$ cat config.mk
export PLATFORM = sky130hd
export DESIGN_NAME = note_scheduler
export DESIGN_NICKNAME = d
export VERILOG_FILES = /design/src/rtl/note_pkg.sv /design/src/rtl/song_rom.sv /design/src/rtl/note_scheduler.sv
export SDC_FILE = /design/constraint.sdc
export NUM_CORES = 1
export LEC_CHECK = 0
export ABC_CLOCK_PERIOD_IN_PS = 5300
export CAP_MARGIN = 15
export CORE_ASPECT_RATIO = 0.9
export CORE_MARGIN = 2
export CORE_UTILIZATION = 59
export DETAILED_ROUTE_END_ITERATION = 6
export PLACE_DENSITY = 0.85
export SLEW_MARGIN = 20
export SYNTH_ARGS = -nofsm -noshare
export SYNTH_HDL_FRONTEND = slang
export SYNTH_SLANG_ARGS = --single-unit
$ cat constraint.sdc
create_clock -name CLOCK_50 -period 5.3 [get_ports CLOCK_50]
set_input_delay 1.06 -clock CLOCK_50 [delete_from_list [all_inputs] [get_ports CLOCK_50]]
set_output_delay 1.06 -clock CLOCK_50 [all_outputs]
set_load 0.05 [all_outputs]
$ cat src/rtl/note_pkg.sv
// note_pkg: shared FSM state, song entry type, rest code, song table and note decoding
package note_pkg;

  typedef enum logic [2:0] {IDLE, FETCH, PLAY, PAUSE, DONE} state_t;

  // widest hold field the table carries; HOLD_W may use up to this many bits
  localparam int HOLD_MAX = 8;

  typedef struct packed {
    logic [3:0]          code;
    logic [HOLD_MAX-1:0] hold;
  } entry_t;

  localparam logic [3:0] REST = 4'd15;
  localparam entry_t REST_ENTRY = '{code: REST, hold: 8'd1};

  // built-in song; indices past the table read as a one-beat rest
  localparam entry_t SONG [16] = '{
    '{4'd0, 8'd2}, '{4'd4, 8'd1}, '{4'd15, 8'd1}, '{4'd7, 8'd2},
    '{4'd4, 8'd1}, '{4'd0, 8'd3}, '{4'd2, 8'd1}, '{4'd4, 8'd1},
    '{4'd5, 8'd0}, '{4'd7, 8'd4}, '{4'd12, 8'd1}, '{4'd0, 8'd4},
    '{4'd15, 8'd1}, '{4'd15, 8'd1}, '{4'd15, 8'd1}, '{4'd15, 8'd1}
  };

  function automatic entry_t song_entry(input logic [7:0] idx);
    return idx < 8'd16 ? SONG[idx[3:0]] : REST_ENTRY;
  endfunction

  function automatic logic [11:0] code_to_onehot(input logic [3:0] code);
    return code < 4'd12 ? 12'd1 << code : 12'd0;
  endfunction

endpackage

$ cat src/rtl/song_rom.sv
// song_rom: song table with two synchronous read ports, one-cycle latency, read enables
module song_rom
  import note_pkg::*;
#(
  parameter int SONG_LEN = 12,
  parameter int HOLD_W   = 4
) (
  input  logic              clk,
  input  logic              rst_n,
  input  logic              en_a,
  input  logic              en_b,
  input  logic [8:0]        addr_a,
  input  logic [8:0]        addr_b,
  output logic [3:0]        code_a,
  output logic [3:0]        code_b,
  output logic [HOLD_W-1:0] hold_a,
  output logic [HOLD_W-1:0] hold_b
);

  entry_t ent_a, ent_b;

  // addresses beyond the song length read as a one-beat rest
  always_comb begin
    ent_a = addr_a < 9'(SONG_LEN) ? song_entry(addr_a[7:0]) : REST_ENTRY;
    ent_b = addr_b < 9'(SONG_LEN) ? song_entry(addr_b[7:0]) : REST_ENTRY;
  end

  // data holds while a port is not enabled so a deferred read survives a pause
  always_ff @(posedge clk or negedge rst_n) begin
    if (!rst_n) begin
      code_a <= REST;
      code_b <= REST;
      hold_a <= '0;
      hold_b <= '0;
    end else begin
      if (en_a) begin
        code_a <= ent_a.code;
        hold_a <= ent_a.hold[HOLD_W-1:0];
      end
      if (en_b) begin
        code_b <= ent_b.code;
        hold_b <= ent_b.hold[HOLD_W-1:0];
      end
    end
  end

endmodule

$ cat src/rtl/note_scheduler.sv
// note_scheduler: plays the song table one entry per hold period of beat ticks.
// Define NOTE_SCHEDULER_LOOP_EN to wrap to entry 0 at the end instead of stopping in DONE.
module note_scheduler
  import note_pkg::*;
#(
  parameter int SONG_LEN = 12,
  parameter int HOLD_W   = 4
) (
  input  logic              CLOCK_50,
  input  logic              reset_n,
  input  logic              start,
  input  logic              pause,
  input  logic              beat_tick,
  output logic [11:0]       curr_note,
  output logic [11:0]       next_note,
  output logic [HOLD_W-1:0] hold_left,
  output logic [7:0]        game_frame,
  output logic              new_note,
  output logic              playing,
  output logic              done
);

`ifdef NOTE_SCHEDULER_LOOP_EN
  localparam bit LOOP = 1'b1;
`else
  localparam bit LOOP = 1'b0;
`endif

  state_t state, state_nx;
  logic              kick, adv, dec, last, end_song, refill, en_a, en_b;
  logic [7:0]        frame_nx;
  logic [8:0]        addr_a, addr_b;
  logic [3:0]        code_a, code_b;
  logic [HOLD_W-1:0] hold_a, hold_b, next_hold, eff_hold;
  logic [11:0]       eff_note;

  function automatic logic [HOLD_W-1:0] fix_hold(input logic [HOLD_W-1:0] h);
    return h == '0 ? HOLD_W'(1) : h;
  endfunction

  song_rom #(.SONG_LEN(SONG_LEN), .HOLD_W(HOLD_W)) u_rom (
    .clk(CLOCK_50), .rst_n(reset_n),
    .en_a(en_a), .en_b(en_b), .addr_a(addr_a), .addr_b(addr_b),
    .code_a(code_a), .code_b(code_b), .hold_a(hold_a), .hold_b(hold_b)
  );

  // event decode: a tick with pause in the same cycle is dropped
  always_comb begin
    kick     = (state == IDLE || state == DONE) && start;
    adv      = state == PLAY && !pause && beat_tick && hold_left == HOLD_W'(1);
    dec      = state == PLAY && !pause && beat_tick && hold_left > HOLD_W'(1);
    last     = game_frame == 8'(SONG_LEN - 1);
    end_song = adv && last && !LOOP;
    frame_nx = (LOOP && last) ? 8'd0 : game_frame + 8'd1;
    eff_note = refill ? code_to_onehot(code_b) : next_note;
    eff_hold = refill ? fix_hold(hold_b) : next_hold;
    en_a     = kick;
    en_b     = kick || adv;
    addr_a   = 9'd0;
    addr_b   = kick ? 9'd1 : (LOOP && frame_nx == 8'(SONG_LEN - 1)) ? 9'd0 : {1'b0, frame_nx} + 9'd1;
  end

  // state register
  always_ff @(posedge CLOCK_50 or negedge reset_n) begin
    if (!reset_n) state <= IDLE;
    else state <= state_nx;
  end

  // next-state logic
  always_comb begin
    state_nx = state;
    case (state)
      IDLE, DONE: state_nx = start ? FETCH : state;
      FETCH:      state_nx = PLAY;
      PLAY:       state_nx = pause ? PAUSE : end_song ? DONE : PLAY;
      PAUSE:      state_nx = pause ? PLAY : PAUSE;
      default:    state_nx = IDLE;
    endcase
  end

  // state-decoded outputs
  always_comb begin
    playing = state == PLAY;
    done    = state == DONE;
  end

  // note datapath: load on fetch, advance on the last beat, finish a prefetch one cycle later
  always_ff @(posedge CLOCK_50 or negedge reset_n) begin
    if (!reset_n) begin
      curr_note  <= '0;
      next_note  <= '0;
      hold_left  <= '0;
      next_hold  <= '0;
      game_frame <= '0;
      new_note   <= 1'b0;
      refill     <= 1'b0;
    end else begin
      new_note <= 1'b0;
      if (kick) begin
        game_frame <= '0;
        curr_note  <= '0;
        next_note  <= '0;
        hold_left  <= '0;
        next_hold  <= '0;
        refill     <= 1'b0;
      end else if (state == FETCH) begin
        curr_note <= code_to_onehot(code_a);
        hold_left <= fix_hold(hold_a);
        next_note <= code_to_onehot(code_b);
        next_hold <= fix_hold(hold_b);
        new_note  <= 1'b1;
      end else if (end_song) begin
        curr_note <= '0;
        next_note <= '0;
        hold_left <= '0;
        refill    <= 1'b0;
      end else if (adv) begin
        curr_note  <= eff_note;
        hold_left  <= eff_hold;
        game_frame <= frame_nx;
        new_note   <= 1'b1;
        refill     <= 1'b1;
      end else if (state == PLAY && !pause) begin
        if (dec) hold_left <= hold_left - HOLD_W'(1);
        if (refill) begin
          next_note <= eff_note;
          next_hold <= eff_hold;
          refill    <= 1'b0;
        end
      end
    end
  end

endmodule
==> results of run 1 <==
-- cell usage after synthesis (7+ instances only) --
cell type,number,share of area [%]
inv_1,9,1.1
o211ai_1,7,1.7
nand2_1,31,3.7
o21ai_0,28,4.5
nand3_1,9,1.4
clkbuf_1,15,1.8
nor2b_1,12,2.4
a21oi_1,15,2.4
dfrtp_1,49,39
a31oi_1,9,1.8
nor2_1,25,3.0
ha_1,8,3.2
a22o_1,14,3.9
-- critical path: cells and delay by family --
| family | cells | cell delay (ns) |
|---|---|---|
| buffers and inverters | 1 | 0.46 |
| AO/OA/AOI/OAI | 3 | 0.65 |
| AND/OR/NAND/NOR | 2 | 1.24 |
-- registers in the layout (all words and copies together) (netlist names) --
name          flops
new_note          1
state             3
u_rom.hold_a      1
curr_note        12
u_rom.hold_b      3
u_rom.code_b      4
game_frame        8
refill            1
next_hold         4
hold_left         4
next_note        12
u_rom.code_a      1
-- cells by family after synthesis --
logic type                 after synthesis  share of synthesized area (%)
xor gates and xnor gates                 9                           3.46
AOI/OAI and AO/OA                      109                           24.5
adders and majority gates                9                           3.54
DFF                                     54                           43.6
muxes                                    2                          0.643
buffers and inverters                   34                           4.86
and+or+nand+nor                        112                           19.4
-- routing by layer --
layer / up-vias / global-route usage (%) / part of all wire [%]
met2: 79 / 41.7 / 47
li1: 1263 / - / -
met3: 11 / 4.08 / 4.8
met4: 0 / 7.16 / 1.4
met5: - / 0 / 0
met1: 1334 / 39.6 / 46
-- path summary, 6_finish.rpt --
check	from	endpoint	slack, ns	cells after the start
setup / recovery	pause	game_frame[3]	2.07	6
hold / removal	curr_note[5]	curr_note[5]	0.49	2
setup reg to reg	game_frame[0]	next_note[0]	2.63	6
hold reg to reg	curr_note[5]	curr_note[5]	0.49	2
max in group asynchronous	reset_n	next_note[8]	3.99	2
min in group asynchronous	reset_n	state[1]	0.84	2
-- stage by stage --
stage | hold slack (ns) | utilization (%) | setup slack (ns)
2_1_floorplan | 0.450 | - | 2.44
3_3_place_gp | 0.462 | 68.3 | 1.87
3_5_place_dp | 0.473 | 68.3 | 1.80
4_1_cts | 0.496 | 70.0 | 2.14
5_1_grt | 0.508 | 70.1 | 1.93
6_report | 0.492 | 70.1 | 2.07
-- area by class of cell --
cell class,instances,area [um2]
multi-input cells,241,1610
fillers,371,1540
flip-flops and latches,54,1360
repair buffers,45,440
well taps,67,83.8
clock buffers,5,68.8
inverters,10,37.5
clock inverters,3,21.3
-- layout by cell type (no fill, tap or decap), types with 7 or more instances in the layout --
master and n:
a22o_1 14, clkdlybuf4s50_1 42, dfrtp_1 49, inv_1 9, nor2_1 25, ha_1 8
o21ai_0 28, nand2_1 31, nand3_1 9, a31oi_1 9, a21oi_1 15, nor2b_1 12
o211ai_1 7
-- power groups by stage --
stage,registers [W],logic [W],clock network [W]
after floorplan,0.000650,0.000494,0
after global placement,0.000590,0.000718,0
after detailed placement,0.000597,0.000737,0
after CTS,0.000589,0.000739,0.000238
after global routing,0.000604,0.000811,0.000253
final,0.000592,0.000740,0.000236
==> results.yml, run 1 <==
routing:
  antenna_left: 0
  viasPerCell: 6.32
  drt_iter0_drc: 250
  wl_um: 7380
  vias: 2687
  firstDrtPassIters: 5
  wl_per_cell_um: 17.4
  route.detailed.drc: 0
run:
  drv_cap: 0
yosys:
  yosysSeqAreaShare_pct: 43.6
  syn_inst: 329
  avgSynthCellArea_um2: 9.46
  ys_seq_elements: 54
  synth_nets: 342
  synth_cell_types: 64
  yosysWarnings: 0
  ys.flop_type: "dfrtp_1"
  synthArstFlopShare_pct: 100
  syn-cell-area_um2: 3110
  synth_edf_count: 0
clock_network:
  cts_tree: "built"
  cts-htree-levels: 2
  holdBufCountCts: 0
  cts_setup_buffers: 0
  cts.reportedPaths.clkPinSlew_ns: 0.10
  cts_sinks: 54
  clockRootBuffer: "clkbuf_8"
  cts_made_buffers: 5
  cts_buffer_depth: 2
  insertion_delay_ns: 0.32
  cts_resized: 0
power:
  clkPwrFrac_pct: 15.0
  cell_internal_pwr_w: 0.000863
  ir_drop_v: 0.000448
  p_per_area_nw_per_um2: 433
  p_leak_nw: 1.50
  power.total_w: 0.00157
  combPwrFrac_pct: 47.2
  seqPwrFrac_pct: 37.7
  p_sw_w: 0.000705
  sw_frac_of_total_pct: 45.0
final_layout:
  fin_area_um2: 3620
  drive_above_1_share_pct: 8.66
  layout-area-overhead-vs-synth_pct: 16.3
  stdcell_count: 425
  antennaDiodeCount: 0
  nets: 370
placed_design:
  portBuffers: 43
  gp_congestion: 0.828
  dp_hpwl_um: 5200
  postPlaceCellArea_um2: 3520
  placed_cells: 417
critical_path:
  critPathSlowestCell: "nor2_1"
  cp.arrival_ns: 3.41
  critical_path_peak_fanout: 11
  worst-setup-path-type: "input pin to flip-flop"
  startpoint_type: "input pin"
  critPathMaxStageDelay_ns: 0.71
  cp.required_ns: 5.49
  cp-end-kind: "flip-flop"
  path_cells: "clkdlybuf4s50_1 > or4b_4 > nor2_1 > a21oi_1 > o21ai_0 > o31ai_1"
floorplanning:
  fp.dieW_um: 80.6
  fp.dieArea_um2: 5870
  io-pin-count: 44
  die_h_um: 72.9
  core_um2: 5160
  initial_core_util_pct: 60.3
  rows: 25
timing:
  period_minus_slack_ns: 3.23
  fmax_mhz: 310
  setup_tns_ns: 0
  drv_slew: 0
  clock_skew_ns: 0.00458
  relSlewSlack_pct: 30.9
  finalCritPeriodShare_pct: 60.8
  finalHoldViolations: 0
  finalSetupViolations: 0
  tightest_slew_ns: 1.04
  grt_setup_unrepaired: "false"
global_routing:
  grt_max_degree: 55
  antenna_found_initial: 0
  grt_use_total_pct: 26.8
  grt_pass1_wl_um: 12200
  overflow: 0
  grt_pass1_vias: 2429
run_status:
  status: "finished, final reports clean"
hold_path:
  hp-class: "flip-flop to flip-flop"
Power figures use the tool's default switching activity.
==> inputs of run 2 (changes only) <==
ABC_CLOCK_PERIOD_IN_PS = 2970   (was 5300)
CORE_UTILIZATION = 55   (was 59)
PLACE_DENSITY = 0.8   (was 0.85)
clock period = 2.97 ns   (was 5.3 ns; I/O delays follow)
==> results.yml, run 2 (synthesis results as in run 1) <==
run:
  drv_cap: 0
floorplanning:
  die_h_um: 75.4
  rows: 25
  fp.dieArea_um2: 6280
  fp.dieW_um: 83.3
  initial_core_util_pct: 58.2
  io-pin-count: 44
  core_um2: 5350
timing:
  drv_slew: 0
  finalCritPeriodShare_pct: 88.5
  tightest_slew_ns: 0.674
  clock_skew_ns: 0.00424
  finalHoldViolations: 0
  fmax_mhz: 381
  period_minus_slack_ns: 2.63
  setup_tns_ns: 0
  finalWorstSetupSlack_ns: 0.343
  relSlewSlack_pct: 54.9
  grt_setup_unrepaired: "false"
  finalSetupViolations: 0
run_status:
  status: "finished, final reports clean"
routing:
  route.detailed.drc: 0
  drt_iter0_drc: 178
  wl_um: 7300
  antenna_left: 0
  wl_per_cell_um: 16.7
  viasPerCell: 6.14
  firstDrtPassIters: 4
  vias: 2675
clock_network:
  cts.reportedPaths.clkPinSlew_ns: 0.10
  cts_buffer_depth: 2
  holdBufCountCts: 0
  cts_setup_buffers: 0
  clockRootBuffer: "clkbuf_8"
  insertion_delay_ns: 0.32
  cts-htree-levels: 2
  cts_resized: 0
  cts_sinks: 54
  cts_made_buffers: 5
  cts_tree: "built"
final_layout:
  mostFrequentLayoutCell: "dfrtp_1"
  nFillCells: 415
  drive_above_1_share_pct: 10.8
  nets: 381
  layout-area-overhead-vs-synth_pct: 20.0
  antennaDiodeCount: 0
  reg_top3: "curr_note (12), next_note (12), game_frame (8)"
  layout_common_cells: "dfrtp_1, clkdlybuf4s50_1, nand2_1"
critical_path:
  crit_family: "adder cells"
  crit_start: "game_frame[0]"
  worst-setup-path-type: "flip-flop to flip-flop"
  critPathSlowestCell: "dfrtp_1"
  cp.arrival_ns: 2.84
  cp-end-kind: "flip-flop"
  critical_path_peak_fanout: 12
  cp.required_ns: 3.18
  path_cells: "inv_1 > ha_1 > xnor2_1 > nor2_1 > inv_1 > ha_1 > nand2_1 > o221a_2 > o221a_2"
  critPathBufInv: 2
  startpoint_type: "flip-flop"
  critPathMaxStageDelay_ns: 0.55
  r2r_start: "game_frame[0]"
global_routing:
  grt_pass1_vias: 2408
  antenna_found_initial: 0
  grt_pass1_wl_um: 11900
  grt_max_degree: 55
  grt_use_total_pct: 23.5
  overflow: 0
power:
  p_per_area_nw_per_um2: 788
  power.total_w: 0.00294
  p_leak_nw: 1.57
  ir_drop_v: 0.000538
hold_path:
  hp-class: "input pin to async pin"
placed_design:
  dp_hpwl_um: 5200
  place_ws_ns: 0.160
  gp_congestion: 0.820
  portBuffers: 43
## run 2: final cells by class
cell class	count	area (um2)	area share (%)
Tap cell	67	83.8	2.24
Clock inverter	3	47.5	1.27
Clock buffer	5	68.8	1.84
Inverter	10	37.5	1.01
Timing Repair Buffer	56	536	14.3
Sequential cell	54	1360	36.3
Multi-Input combinational cell	241	1600	42.9
## run 2: per-stage QoR
step,std cells,area [um2],hold WS (ns),utilization (%)
3_3_place_gp,428,3620,0.461,67.6
5_1_grt,436,3730,0.273,69.8
2_1_floorplan,329,3110,0.298,-
3_5_place_dp,428,3620,0.471,67.6
6_report,436,3730,0.242,69.8
4_1_cts,436,3730,0.261,69.8
## run 2: worst register-to-register path: cells and delay by family (launching register included)
family,cells,cell delay [ns]
AOI/OAI and AO/OA,2,0.49
xor gates and xnor gates,1,0.15
adders and majority gates,2,0.72
buffers and inverters,2,0.28
DFF,1,0.55
and+or+nand+nor,2,0.36
## run 2: worst paths after layout
path | to | slack (ns) | cells after the start
setup / recovery | u_rom.hold_b[0] | 0.34 | 9
hold / removal | state[1] | 0.24 | 2
setup reg to reg | u_rom.hold_b[0] | 0.34 | 9
hold reg to reg | next_hold[0] | 0.49 | 2
max in group asynchronous | u_rom.code_b[2] | 2.43 | 2
min in group CLOCK_50 | next_hold[0] | 0.49 | 2
## run 2: per-layer routing
metal  routed length [um]  global-route usage, %  vias up
li1                     -                      -     1284
met1                 3670                   36.8     1294
met2                 3210                   33.6       91
met3                  364                   3.47        6
met4                   53                   7.83        0
met5                    0                      0        -
## run 2: where the power goes
part | switching [W] | leakage [nW] | internal, W
clock network | 0.000267 | 0.0587 | 0.000256
registers | 0.000177 | 0.709 | 0.000858
logic | 0.000841 | 0.804 | 0.000544
